==> src/rtl/cfg_seq_pkg.sv <==
// Purpose : shared types for the config command sequencer (opcodes, FSM states, command record).
// Latency : n/a (types only).
// Backpres: n/a.
package cfg_seq_pkg;

    localparam int CMD_DATA_W = 8;

    // Bit positions inside the 3-bit downstream cfg bus.
    localparam int CFG_RE   = 0;
    localparam int CFG_WE   = 1;
    localparam int CFG_LOCK = 2;

    typedef enum logic [1:0] {
        OP_NOP    = 2'b00,
        OP_SET_RE = 2'b01,
        OP_WRITE  = 2'b10,
        OP_LOCK   = 2'b11
    } op_e;

    typedef enum logic [1:0] {
        ST_IDLE    = 2'b00,
        ST_HOLD    = 2'b01,
        ST_RELEASE = 2'b10,
        ST_LOCKED  = 2'b11
    } state_e;

    typedef struct packed {
        op_e                   op;
        logic [CMD_DATA_W-1:0] data;
    } cmd_t;

endpackage

==> src/rtl/cfg_cmd_fifo.sv <==
// Purpose : synchronous command buffer of cmd_t, FIFO_DEP entries, show-ahead read (dout = head).
// Latency : a pushed entry is visible on dout the cycle after the push edge.
// Backpres: full when FIFO_DEP entries held; a push while full is taken only if a pop frees the slot.
// Ports   : push/din write side, pop/dout read side, full/empty/level status; clk, rst_n (sync, active-low).
module cfg_cmd_fifo
    import cfg_seq_pkg::*;
#(
    parameter  int FIFO_DEP = 4,
    localparam int AW       = $clog2(FIFO_DEP)
)(
    input  logic        clk,
    input  logic        rst_n,
    input  logic        push,
    input  cmd_t        din,
    input  logic        pop,
    output cmd_t        dout,
    output logic        full,
    output logic        empty,
    output logic [AW:0] level
);

    localparam logic [AW:0] PTR_ONE = {{AW{1'b0}}, 1'b1};

    cmd_t        mem [FIFO_DEP];
    logic [AW:0] wr_ptr;
    logic [AW:0] rd_ptr;
    logic        wr_en;
    logic        rd_en;

    // Extra pointer MSB distinguishes full from empty when the indices match.
    assign empty = (wr_ptr == rd_ptr);
    assign full  = (wr_ptr[AW] != rd_ptr[AW]) && (wr_ptr[AW-1:0] == rd_ptr[AW-1:0]);
    assign level = wr_ptr - rd_ptr;
    assign rd_en = pop && !empty;
    assign wr_en = push && (!full || rd_en);
    assign dout  = mem[rd_ptr[AW-1:0]];

    always_ff @(posedge clk) begin
        if (!rst_n) begin
            wr_ptr <= '0;
            rd_ptr <= '0;
        end else begin
            if (wr_en) wr_ptr <= wr_ptr + PTR_ONE;
            if (rd_en) rd_ptr <= rd_ptr + PTR_ONE;
        end
    end

    always_ff @(posedge clk) begin
        if (wr_en) mem[wr_ptr[AW-1:0]] <= din;
    end

endmodule

==> src/rtl/cfg_cmd_seq.sv <==
// Purpose : turns buffered host commands into the cfg/wd stream of the lockable register stage.
// Latency : command popped at edge t drives cfg at t+1; WRITE completes (done) at t+HOLD_CYC+1.
// Backpres: cmd_ready = rst_n & !fifo_full; host holds cmd_valid until accepted.
// Ports   : cmd_valid/cmd_ready/cmd_op/cmd_data host side; cfg/wd downstream; busy/locked/done/err status.
module cfg_cmd_seq
    import cfg_seq_pkg::*;
#(
    parameter int DATA_W   = CMD_DATA_W,
    parameter int HOLD_CYC = 2,
    parameter int FIFO_DEP = 4
)(
    input  logic              clk,
    input  logic              rst_n,
    input  logic              cmd_valid,
    output logic              cmd_ready,
    input  logic [1:0]        cmd_op,
    input  logic [DATA_W-1:0] cmd_data,
    output logic [2:0]        cfg,
    output logic [DATA_W-1:0] wd,
    output logic              busy,
    output logic              locked,
    output logic              done,
    output logic              err
);

    localparam int            CW       = $clog2(HOLD_CYC + 1);
    localparam int            LW       = $clog2(FIFO_DEP) + 1;
    localparam logic [CW-1:0] CNT_LOAD = CW'(HOLD_CYC - 1);
    localparam logic [CW-1:0] CNT_ONE  = CW'(1);

    state_e            state;
    state_e            state_nxt;
    cmd_t              head;
    cmd_t              din;
    logic              fifo_full;
    logic              fifo_empty;
    logic [LW-1:0]     level;
    logic [LW-1:0]     level_nxt;
    logic              push;
    logic              pop;
    logic              can_pop;
    logic              re_q;
    logic              re_nxt;
    logic [CW-1:0]     cnt;
    logic [CW-1:0]     cnt_nxt;
    logic [2:0]        cfg_nxt;
    logic [DATA_W-1:0] wd_nxt;
    logic              done_nxt;
    logic              err_nxt;

    assign cmd_ready = rst_n && !fifo_full;
    assign push      = cmd_valid && cmd_ready;
    assign din       = '{op: op_e'(cmd_op), data: cmd_data};

    // RELEASE counts as idle for popping: done is already being issued, and
    // we is low this cycle, so a following WRITE still sees a one-cycle gap.
    assign can_pop   = (state == ST_IDLE) || (state == ST_RELEASE) || (state == ST_LOCKED);
    assign pop       = can_pop && !fifo_empty;
    assign level_nxt = level + LW'(push) - LW'(pop);

    cfg_cmd_fifo #(.FIFO_DEP(FIFO_DEP)) u_fifo (
        .clk   (clk),
        .rst_n (rst_n),
        .push  (push),
        .din   (din),
        .pop   (pop),
        .dout  (head),
        .full  (fifo_full),
        .empty (fifo_empty),
        .level (level)
    );

    always_ff @(posedge clk) begin
        if (!rst_n) state <= ST_IDLE;
        else        state <= state_nxt;
    end

    always_comb begin
        state_nxt = state;
        case (state)
            ST_IDLE, ST_RELEASE: begin
                state_nxt = ST_IDLE;
                if (pop) begin
                    case (head.op)
                        OP_WRITE: state_nxt = ST_HOLD;
                        OP_LOCK:  state_nxt = ST_LOCKED;
                        default:  state_nxt = ST_IDLE;
                    endcase
                end
            end
            ST_HOLD:   if (cnt == '0) state_nxt = ST_RELEASE;
            ST_LOCKED: state_nxt = ST_LOCKED;
            default:   state_nxt = ST_IDLE;
        endcase
    end

    // Next values of the registered outputs.
    always_comb begin
        cfg_nxt  = cfg;
        wd_nxt   = wd;
        re_nxt   = re_q;
        cnt_nxt  = cnt;
        done_nxt = 1'b0;
        err_nxt  = 1'b0;
        case (state)
            ST_IDLE, ST_RELEASE: begin
                cfg_nxt[CFG_WE] = 1'b0;
                if (pop) begin
                    case (head.op)
                        OP_SET_RE: begin
                            re_nxt          = head.data[0];
                            cfg_nxt[CFG_RE] = head.data[0];
                            done_nxt        = 1'b1;
                        end
                        OP_WRITE: begin
                            cfg_nxt[CFG_WE] = 1'b1;
                            wd_nxt          = head.data;
                            cnt_nxt         = CNT_LOAD;
                        end
                        OP_LOCK: begin
                            cfg_nxt[CFG_LOCK] = 1'b1;
                            done_nxt          = 1'b1;
                        end
                        default: done_nxt = 1'b1;
                    endcase
                end
            end
            ST_HOLD: begin
                if (cnt == '0) begin
                    cfg_nxt[CFG_WE] = 1'b0;
                    done_nxt        = 1'b1;
                end else begin
                    cnt_nxt = cnt - CNT_ONE;
                end
            end
            // Everything reaching the head after lock is discarded; cfg/wd stay frozen.
            ST_LOCKED: err_nxt = pop;
            default: ;
        endcase
    end

    always_ff @(posedge clk) begin
        if (!rst_n) begin
            cfg    <= '0;
            wd     <= '0;
            re_q   <= 1'b0;
            cnt    <= '0;
            done   <= 1'b0;
            err    <= 1'b0;
            busy   <= 1'b0;
            locked <= 1'b0;
        end else begin
            cfg    <= cfg_nxt;
            wd     <= wd_nxt;
            re_q   <= re_nxt;
            cnt    <= cnt_nxt;
            done   <= done_nxt;
            err    <= err_nxt;
            busy   <= (state_nxt != ST_IDLE) || (level_nxt != '0);
            // One cycle behind cfg[LOCK], matching when downstream captures it.
            locked <= locked || cfg[CFG_LOCK];
        end
    end

endmodule

==> config.mk <==
export PLATFORM = sky130hd
export DESIGN_NAME = cfg_cmd_seq
export DESIGN_NICKNAME = d
export VERILOG_FILES = /design/src/rtl/cfg_seq_pkg.sv /design/src/rtl/cfg_cmd_fifo.sv /design/src/rtl/cfg_cmd_seq.sv
export SDC_FILE = /design/constraint.sdc
export NUM_CORES = 1
export LEC_CHECK = 0
export ABC_CLOCK_PERIOD_IN_PS = 10600
export CORE_MARGIN = 3
export CORE_UTILIZATION = 30
export CTS_CLUSTER_DIAMETER = 60
export DETAILED_ROUTE_END_ITERATION = 12
export GPL_ROUTABILITY_DRIVEN = 0
export PLACE_DENSITY = 0.6
export SETUP_SLACK_MARGIN = 0.05
export SYNTH_ARGS = -nofsm -noshare
export SYNTH_HDL_FRONTEND = slang
export SYNTH_SLANG_ARGS = --single-unit
==> constraint.sdc <==
create_clock -name clk -period 10.6 [get_ports clk]
set_input_delay 2.12 -clock clk [delete_from_list [all_inputs] [get_ports clk]]
set_output_delay 2.12 -clock clk [all_outputs]
set_load 0.02 [all_outputs]
* Word-level counts from Yosys, hierarchy flattened
Memory sizes are Yosys's and may differ from the RTL's. A register that Yosys moved wholly into a read port is not among the register bits.
Cells that the tools add are included.
** Cells by class
- Muxes and demuxes :: 21
- Equal/unequal tests :: 13
- $add $sub $neg :: 6
- Reduce and logical (&&, ||, !) cells :: 25
** Operator list (number)
- 2-bit two-way mux :: 8
- 3-bit AND reduction :: 3
- 2-bit equality test (second input constant) :: 4
- 1-bit two-way mux :: 8
- 2-bit case mux with 2 select lines :: 2
- 3-bit by 1-bit adder with 3-bit output (second input constant) :: 2
- 1-bit logical AND :: 6
- 2-bit inequality test (second input constant) :: 3
- 2-bit case mux with 3 select lines :: 1
- 1-bit logical OR :: 5
- 2-bit by 1-bit equality test with 1-bit output (second input constant) :: 2
- 2-bit zero test :: 2
- 1-bit case mux with 2 select lines :: 2
- 2-bit AND reduction :: 2
- 4-bit AND reduction :: 1
- 2-bit nonzero test :: 2
- 3-bit by 1-bit adder with 3-bit output :: 1
- 3-bit equality test :: 1
- 3-bit nonzero test :: 1
- 3-bit by 1-bit subtractor with 3-bit output :: 1
- 3-bit subtractor :: 1
- 2-bit equality test :: 1
- 1-bit zero test :: 2
- 2-bit by 1-bit inequality test with 1-bit output (second input constant) :: 1
- 3 further kinds :: 3
** Word-level totals
- Bits in registers :: 25
- Bits in writable memories :: 40
- Output and inout bits :: 16
- Memories :: 1
- Logic and storage cells :: 78
- Input bits :: 13
** Memories
- u_fifo.mem :: depth 4, width 10, rd ports 1, clocked after Yosys merged registers in 1, wr ports 1, RTL line cfg_cmd_fifo.sv:24 : cmd_t mem [FIFO_DEP];

* Depth between registers and ports, before layout
Gate-level depths: netlist of the first run.
- Word-level depth :: 9
- Gate-level depth with buffers :: 11
- Depth with buffers taken out :: 11

* By module
A second synthesis of the first run with hierarchy kept.
** Second synthesis, totals
- Cell total of the unflattened synthesis :: 205
- Area, all modules :: 2792.7 um^2
** Modules (own cells, without submodules)
- cfg_cmd_fifo :: area an instance 1949.4 um^2, cells each 109, seq. area each 1361.3 um^2, instances 1
- cfg_cmd_seq :: area an instance 843.3 um^2, cells each 96, seq. area each 380.4 um^2, instances 1

* Worst setup path after synthesis of the first run
Ideal clock, no wire load.
- Kind :: input -> output
- Start :: input rst_n
- End :: output cmd_ready
- Stages on the path :: 4
- Arrival time :: 2.999 ns
- Path buffers :: 2
- Setup slack :: 5.481 ns
- Required time :: 8.480 ns
- Cells stage by stage :: clkbuf_1 > inv_1 > clkbuf_1 > a31oi_1
** Between the ends
- Longest elaborated chain between the ends :: 1
** Ends and longest elaborated chain
- from (decl) :: RTL line cfg_cmd_seq.sv:13 : input logic rst_n,
- 1-bit logical AND :: RTL line cfg_cmd_seq.sv:51 : assign cmd_ready = rst_n && !fifo_full;
- to (decl) :: RTL line cfg_cmd_seq.sv:15 : output logic cmd_ready,
Every way passes these cells.

* Worst setup path after layout of the first run
Same ends and word-level chain as after synthesis.

==> reports/qor.txt, run 1 <==
Top achievable clock speed: 164 MHz
Port buffer count: 28
CP required: 8480 ps
Post-synthesis adder-cell area fraction: 5.05%
Vias in the first global route: 1,611
Fin nets: 249
N_diodes: 0
Post-synthesis mux area share: 9.91%
Setup TNS: 0 ps
WL per Instance: 15.2 um
DR vias/cell: 4.79
Critical path buffers and inverters: 3
Fin. Hold Viols: 0
Top-Level Pins: 29
Tmin final: 6100 ps
Distinct cells, synth: 37
Static Leak: 0.00115 uW
Core footprint: 0.00885 mm2
Setup violations, final: 0
Initial Util: 31.4%
WHS Path Cells: 1
Unrepaired setup endpoints after global routing: no
Mean Syn Cell Area: 14.2 um2
Clk root buf: clkbuf_8
Share of cells above drive strength 1: 8.66%
Top cell type by total area after synthesis: edfxtp_1
Critical Path Source Type: input port
Total Routing Usage GR: 10.9%
Total power: 819 uW
CP Class: in2out
Ys flop type: edfxtp_1
Routed Antenna Nets: 0
Critical path depth in cells: 4
Sequential area share after synthesis: 62.7%
CP peak stage delay: 630 ps
Worst reg-to-reg path cell count: 11
HP Class: reg2reg
Power Dens Cells: 243 mW/mm2
Crit. End Element: output port
CTS tree: built
VDD IR max: 0.0000745 V
Crit path max fanout: 21
Final WS setup: 4500 ps
DRT iter0 DRCs: 38
Die area: 0.0105 mm2
Status: finished, final reports clean
XOR/XNOR Fraction of Synth Area: 3.42%
Worst-Margin Slew: 1130 ps
Post-CTS Resized: 0
DRC Markers: 0
# hold bufs at CTS: 0
Final hold slack: 470 ps
Clk buf depth: 2
Post-DP HPWL: 3480 um
Fin. max-slew vios: 0
Layout area overhead: 21.3%
Synth top area cells: edfxtp_1, dfxtp_1, mux4_1, ha_1, xnor2_1
MaxCap Viol Count: 0
Final period utilization: 57.6%
Num Clock Sinks: 67
Initial antenna violation count: 0
Clk slew on worst S/H paths: 70 ps
Synth warnings: 0
Synth Cell Area: 0.00278 mm2
Clock Latency Late Sink: 340 ps
Pre-CTS WS: 4480 ps
Critical path's top delay family: buffers and inverters
Gate Count Post-Synth: 195
Number of flops mapped to enable cells by yosys: 40
Num CTS Buffers: 9
Async S/R FF share, synth: 0%
Synth top area share: 43.2%
Total Wirelength: 5160 um
Clock skew: 11.8 ps
Rows: 34
Slew Limit Headroom: 24.3%
Main combinational cell family by area after synthesis: multiplexers
Syn nets: 218
CP max-delay cell: clkdlybuf4s50_1
Simple-gate share of the synthesized area: 7.88%
Crit-path most repeated cell: clkdlybuf4s50_1
Synth Area in Compound Gates: 7.97%
Vias after detailed routing: 1,623
Drt first pass iters: 5
#FFs+latches synth: 67
Crit path arrival time: 3980 ps
Fillers: 833
First-pass GRT wire length: 8420 um
Pin count of the biggest net entering global routing: 22
Critical Path, Cell by Cell: clkdlybuf4s50_1 -> inv_1 -> a31oi_1 -> clkdlybuf4s50_1
Post-CTS setup buffer count: 0
CTS H-tree lvls: 3
Grt ovf: 0
Die X: 102 um
Die Y-Extent: 102 um
where the power goes:
part	switching (uW)	total, uW	internal (uW)
clock network	103	237	134
registers	33.4	340	307
logic	131	242	111
cell usage after synthesis (3+ instances only):
cell and count:
clkbuf_1 4, mux4_1 8, nand2_1 5, inv_1 10, nand2b_1 3, o31ai_1 3
o21ai_0 10, dfxtp_1 27, xnor2_1 7, nand3_1 9, nor2_1 11, a31oi_1 3
ha_1 8, a21oi_1 12, edfxtp_1 40, and2_1 5
worst reg2reg max path, delay by kind of cell (launching register included):
family                   cells  cell delay [ps]
AO/OA/AOI/OAI                2              660
AND/OR/NAND/NOR              1              310
XOR/XNOR                     3              520
adder cells (fa/ha/maj)      3             1200
buffers and inverters        2              150
flip-flops                   1              510
state kept, by name, summed over array words and instances, names as in the netlist, named ones only:
register and flops:
busy 1, u_fifo.rd_ptr 3, cfg 3, cnt 2, u_fifo.wr_ptr 3, u_fifo.mem 40, state 2, locked 1
done 1, err 1, wd 8
cells in the final DEF, fill, tap and decap left out, types with 2 or more instances in the layout:
master / Yosys / layout
edfxtp_1: 40 / 40
clkdlybuf4s50_1: 0 / 28
dfxtp_1: 27 / 27
a21oi_1: 12 / 12
nor2_1: 11 / 11
inv_1: 10 / 10
o21ai_0: 10 / 10
nand3_1: 9 / 9
clkbuf_8: 0 / 9
mux4_1: 8 / 8
ha_1: 8 / 8
xnor2_1: 7 / 7
and2_1: 5 / 5
nand2_1: 5 / 5
a31oi_1: 3 / 3
o31ai_1: 3 / 3
nand2b_1: 3 / 3
xor2_1: 2 / 2
nor2b_1: 2 / 2
mux2i_1: 2 / 2
mux4_2: 2 / 2
o21a_1: 2 / 2
a211oi_1: 2 / 2
fa_1: 2 / 2
clkinv_4: 0 / 2
inv_6: 0 / 2
bufinv_16: 0 / 2
final timing paths:
kind                                      start                   to  slack, ps
hold reg to reg             cnt[0]$_SDFFE_PN0P_  cnt[0]$_SDFFE_PN0P_        470
hold / removal              cnt[0]$_SDFFE_PN0P_  cnt[0]$_SDFFE_PN0P_        470
setup / recovery                          rst_n            cmd_ready       4500
setup reg to reg  u_fifo.wr_ptr[0]$_SDFFE_PN0P_      busy$_SDFF_PN0_       7140
stage by stage:
step / cells / instance area, um2 / utilization [%]
floorplan: 195 / 2780 / -
global placement: 323 / 3150 / 35.5
detailed placement: 323 / 3150 / 35.5
CTS: 339 / 3370 / 38.1
global route: 339 / 3370 / 38.1
finish: 339 / 3370 / 38.1
logic make-up after synthesis:
kind of cell / count (synthesis)
AOI/OAI and AO/OA: 36
xor gates and xnor gates: 10
adders and majority gates: 10
buffers and inverters: 18
DFF: 67
muxes: 12
and+or+nand+nor: 42
routing by layer:
metal  global-route usage, %  share of wire (%)
met1                    14.9                 48
met2                    15.8                 46
met3                    4.44                5.0
met4                    3.94                1.2
met5                       0                  0
cell type report:
cell class | instances | area, um2 | area share (%)
Clock inverter | 7 | 98.8 | 2.93
Timing Repair Buffer | 28 | 280 | 8.32
Inverter | 10 | 37.5 | 1.11
Clock buffer | 9 | 124 | 3.68
Tap cell | 108 | 135 | 4.01
Multi-Input combinational cell | 110 | 951 | 28.2
Sequential cell | 67 | 1740 | 51.7
(Power assumes the default switching activity.)
==> run 2, diff against run 1 <==
--- a/config.mk
+++ b/config.mk
@@ -5,13 +5,13 @@
 export SDC_FILE = /design/constraint.sdc
 export NUM_CORES = 1
 export LEC_CHECK = 0
-export ABC_CLOCK_PERIOD_IN_PS = 10600
+export ABC_CLOCK_PERIOD_IN_PS = 5200
 export CORE_MARGIN = 3
 export CORE_UTILIZATION = 30
 export CTS_CLUSTER_DIAMETER = 60
 export DETAILED_ROUTE_END_ITERATION = 12
 export GPL_ROUTABILITY_DRIVEN = 0
-export PLACE_DENSITY = 0.6
+export PLACE_DENSITY = 0.61
 export SETUP_SLACK_MARGIN = 0.05
 export SYNTH_ARGS = -nofsm -noshare
 export SYNTH_HDL_FRONTEND = slang
==> constraint.sdc (replaced) <==
create_clock -name clk -period 5.2 [get_ports clk]
set_input_delay 1.04 -clock clk [delete_from_list [all_inputs] [get_ports clk]]
set_output_delay 1.04 -clock clk [all_outputs]
set_load 0.02 [all_outputs]
==> run 2 against run 1 <==
- critical path type is now in2reg
- die area unchanged
- largest cell class unchanged
- routed wire length fell by 3.7%
- highest routed layer unchanged
- via count is 1.4% lower
- sequential power up 100%
- clock skew is 4.8 ps lower
- clock power grew 54%
==> reports/qor.txt, run 2 (synthesis gave the netlist of run 1 again) <==
Status: finished, final reports clean
Post-CTS Resized: 0
Worst-Margin Slew: 1160 ps
Crit path arrival time: 4240 ps
DR vias/cell: 4.74
DRT iter0 DRCs: 83
WL per Instance: 14.7 um
Initial Util: 31.4%
CP max-delay cell: clkdlybuf4s50_1
MaxCap Viol Count: 0
Clk buf depth: 2
First-pass GRT wire length: 8360 um
Worst Setup EP: busy$_SDFF_PN0_
Power Dens Cells: 468 mW/mm2
Top-Level Pins: 29
Max FFs per register: 40
Total Wirelength: 4970 um
Setup violations, final: 0
Total power: 1550 uW
Num Clock Sinks: 67
Most common cell after layout, fill and taps aside: edfxtp_1
Clk root buf: clkbuf_8
Initial antenna violation count: 0
Port buffer count: 28
Critical path depth in cells: 11
Fin. max-slew vios: 0
Die X: 102 um
Vias after detailed routing: 1,601
R2r endpoint: busy$_SDFF_PN0_
Total Routing Usage GR: 10.7%
Share of cells above drive strength 1: 8.70%
Unrepaired setup endpoints after global routing: no
Setup TNS: 0 ps
Hold Startpoint: locked$_SDFF_PN0_
Drt first pass iters: 4
# hold bufs at CTS: 0
Clock Latency Late Sink: 340 ps
CTS H-tree lvls: 3
Post-DP HPWL: 3400 um
DRC Markers: 0
CTS tree: built
Most frequent cells in the layout: edfxtp_1, clkdlybuf4s50_1, dfxtp_1
Routed Antenna Nets: 0
Clock skew: 6.96 ps
CP Class: in2reg
Grt ovf: 0
Slew Limit Headroom: 22.0%
Clk slew on worst S/H paths: 70 ps
Layout area overhead: 19.3%
N_diodes: 0
HP Class: reg2reg
Critical Path, Cell by Cell: clkdlybuf4s50_1 -> o311a_1 -> inv_1 -> fa_1 -> fa_1 -> inv_1 -> ha_1 -> xnor2_1 -> xnor2_1 -> or3_1 -> o41a_1
Post-CTS setup buffer count: 0
Top achievable clock speed: 249 MHz
Critical path buffers and inverters: 3
VDD IR max: 0.000140 V
Fin. Hold Viols: 0
CP required: 5430 ps
Num CTS Buffers: 9
Critical path's top delay family: adder cells
Vias in the first global route: 1,684
Crit. End Element: register
Rows: 34
Crit path from: rst_n
Tmin final: 4010 ps
Static Leak: 0.00113 uW
Crit path max fanout: 8
Worst reg-to-reg path cell count: 11
Final period utilization: 77.2%
Worst flop-to-flop path startpoint: u_fifo.wr_ptr[0]$_SDFFE_PN0P_
Pin count of the biggest net entering global routing: 22
R2r setup slk: 1750 ps
Die area: 0.0105 mm2
Die Y-Extent: 102 um
Core footprint: 0.00885 mm2
CP peak stage delay: 610 ps
Fin nets: 249
Critical Path Source Type: input port
-- run 2: cell count changes in the layout (fill, tap and decap cells not counted) --
cell        delta
clkinv_2       +2
clkinvlp_4     +1
clkinv_4       +1
clkinv_1       -1
bufinv_16      -2
inv_6          -2
-- run 2: worst min-delay path by stage --
stage / end / slack [ps] / cells after the start
final: locked$_SDFF_PN0_ / 480 / 2
after global routing: locked$_SDFF_PN0_ / 510 / 2
after CTS: cnt[0]$_SDFFE_PN0P_ / 480 / 1
after detailed placement: cnt[0]$_SDFFE_PN0P_ / 470 / 1
after global placement: cnt[0]$_SDFFE_PN0P_ / 460 / 1
after floorplan: cnt[0]$_SDFFE_PN0P_ / 440 / 1
-- run 2: layer usage --
metal / GRT usage, % / vias up / part of all wire [%] / wire length (um)
met3: 4.98 / 10 / 5.6 / 279
met5: 0 / - / 0 / 0
met1: 13.3 / 771 / 48 / 2360
met4: 4.24 / 0 / 1.6 / 81
li1: - / 786 / - / -
met2: 16.1 / 34 / 45 / 2250
-- run 2: power breakdown --
part / total (uW) / internal (uW) / leakage [uW] / switching [uW]
Clock: 364 / 170 / 0.0000850 / 194
Sequential: 695 / 626 / 0.000584 / 68.8
Combinational: 491 / 228 / 0.000458 / 263
Total: 1550 / 1020 / 0.00113 / 526
-- run 2: worst min-delay path, delay by kind of cell, from the launching register on --
kind             cells  cell delay [ps]
flip-flops           1              330
AND/OR/NAND/NOR      2              110
-- run 2: cell type report --
type                       count  area (um2)
multi-input combinational    110         951
inverter                      10        37.5
clock buffer                   9         124
timing repair buffer          28         280
tap                          108         135
sequential                    67        1740
fill                         851        5540
clock inverter                 6        43.8
-- run 2: per-stage QoR --
step / util, % / hold WS (ps) / instance area (um2) / std cells / setup slack (ps)
4_1_cts: 37.4 / 480 / 3310 / 338 / 1180
3_5_place_dp: 35.5 / 468 / 3150 / 323 / 801
3_3_place_gp: 35.5 / 461 / 3150 / 323 / 886
5_1_grt: 37.4 / 510 / 3310 / 338 / 1000
6_report: 37.4 / 476 / 3310 / 338 / 1190
2_1_floorplan: - / 443 / 2780 / 195 / 1410
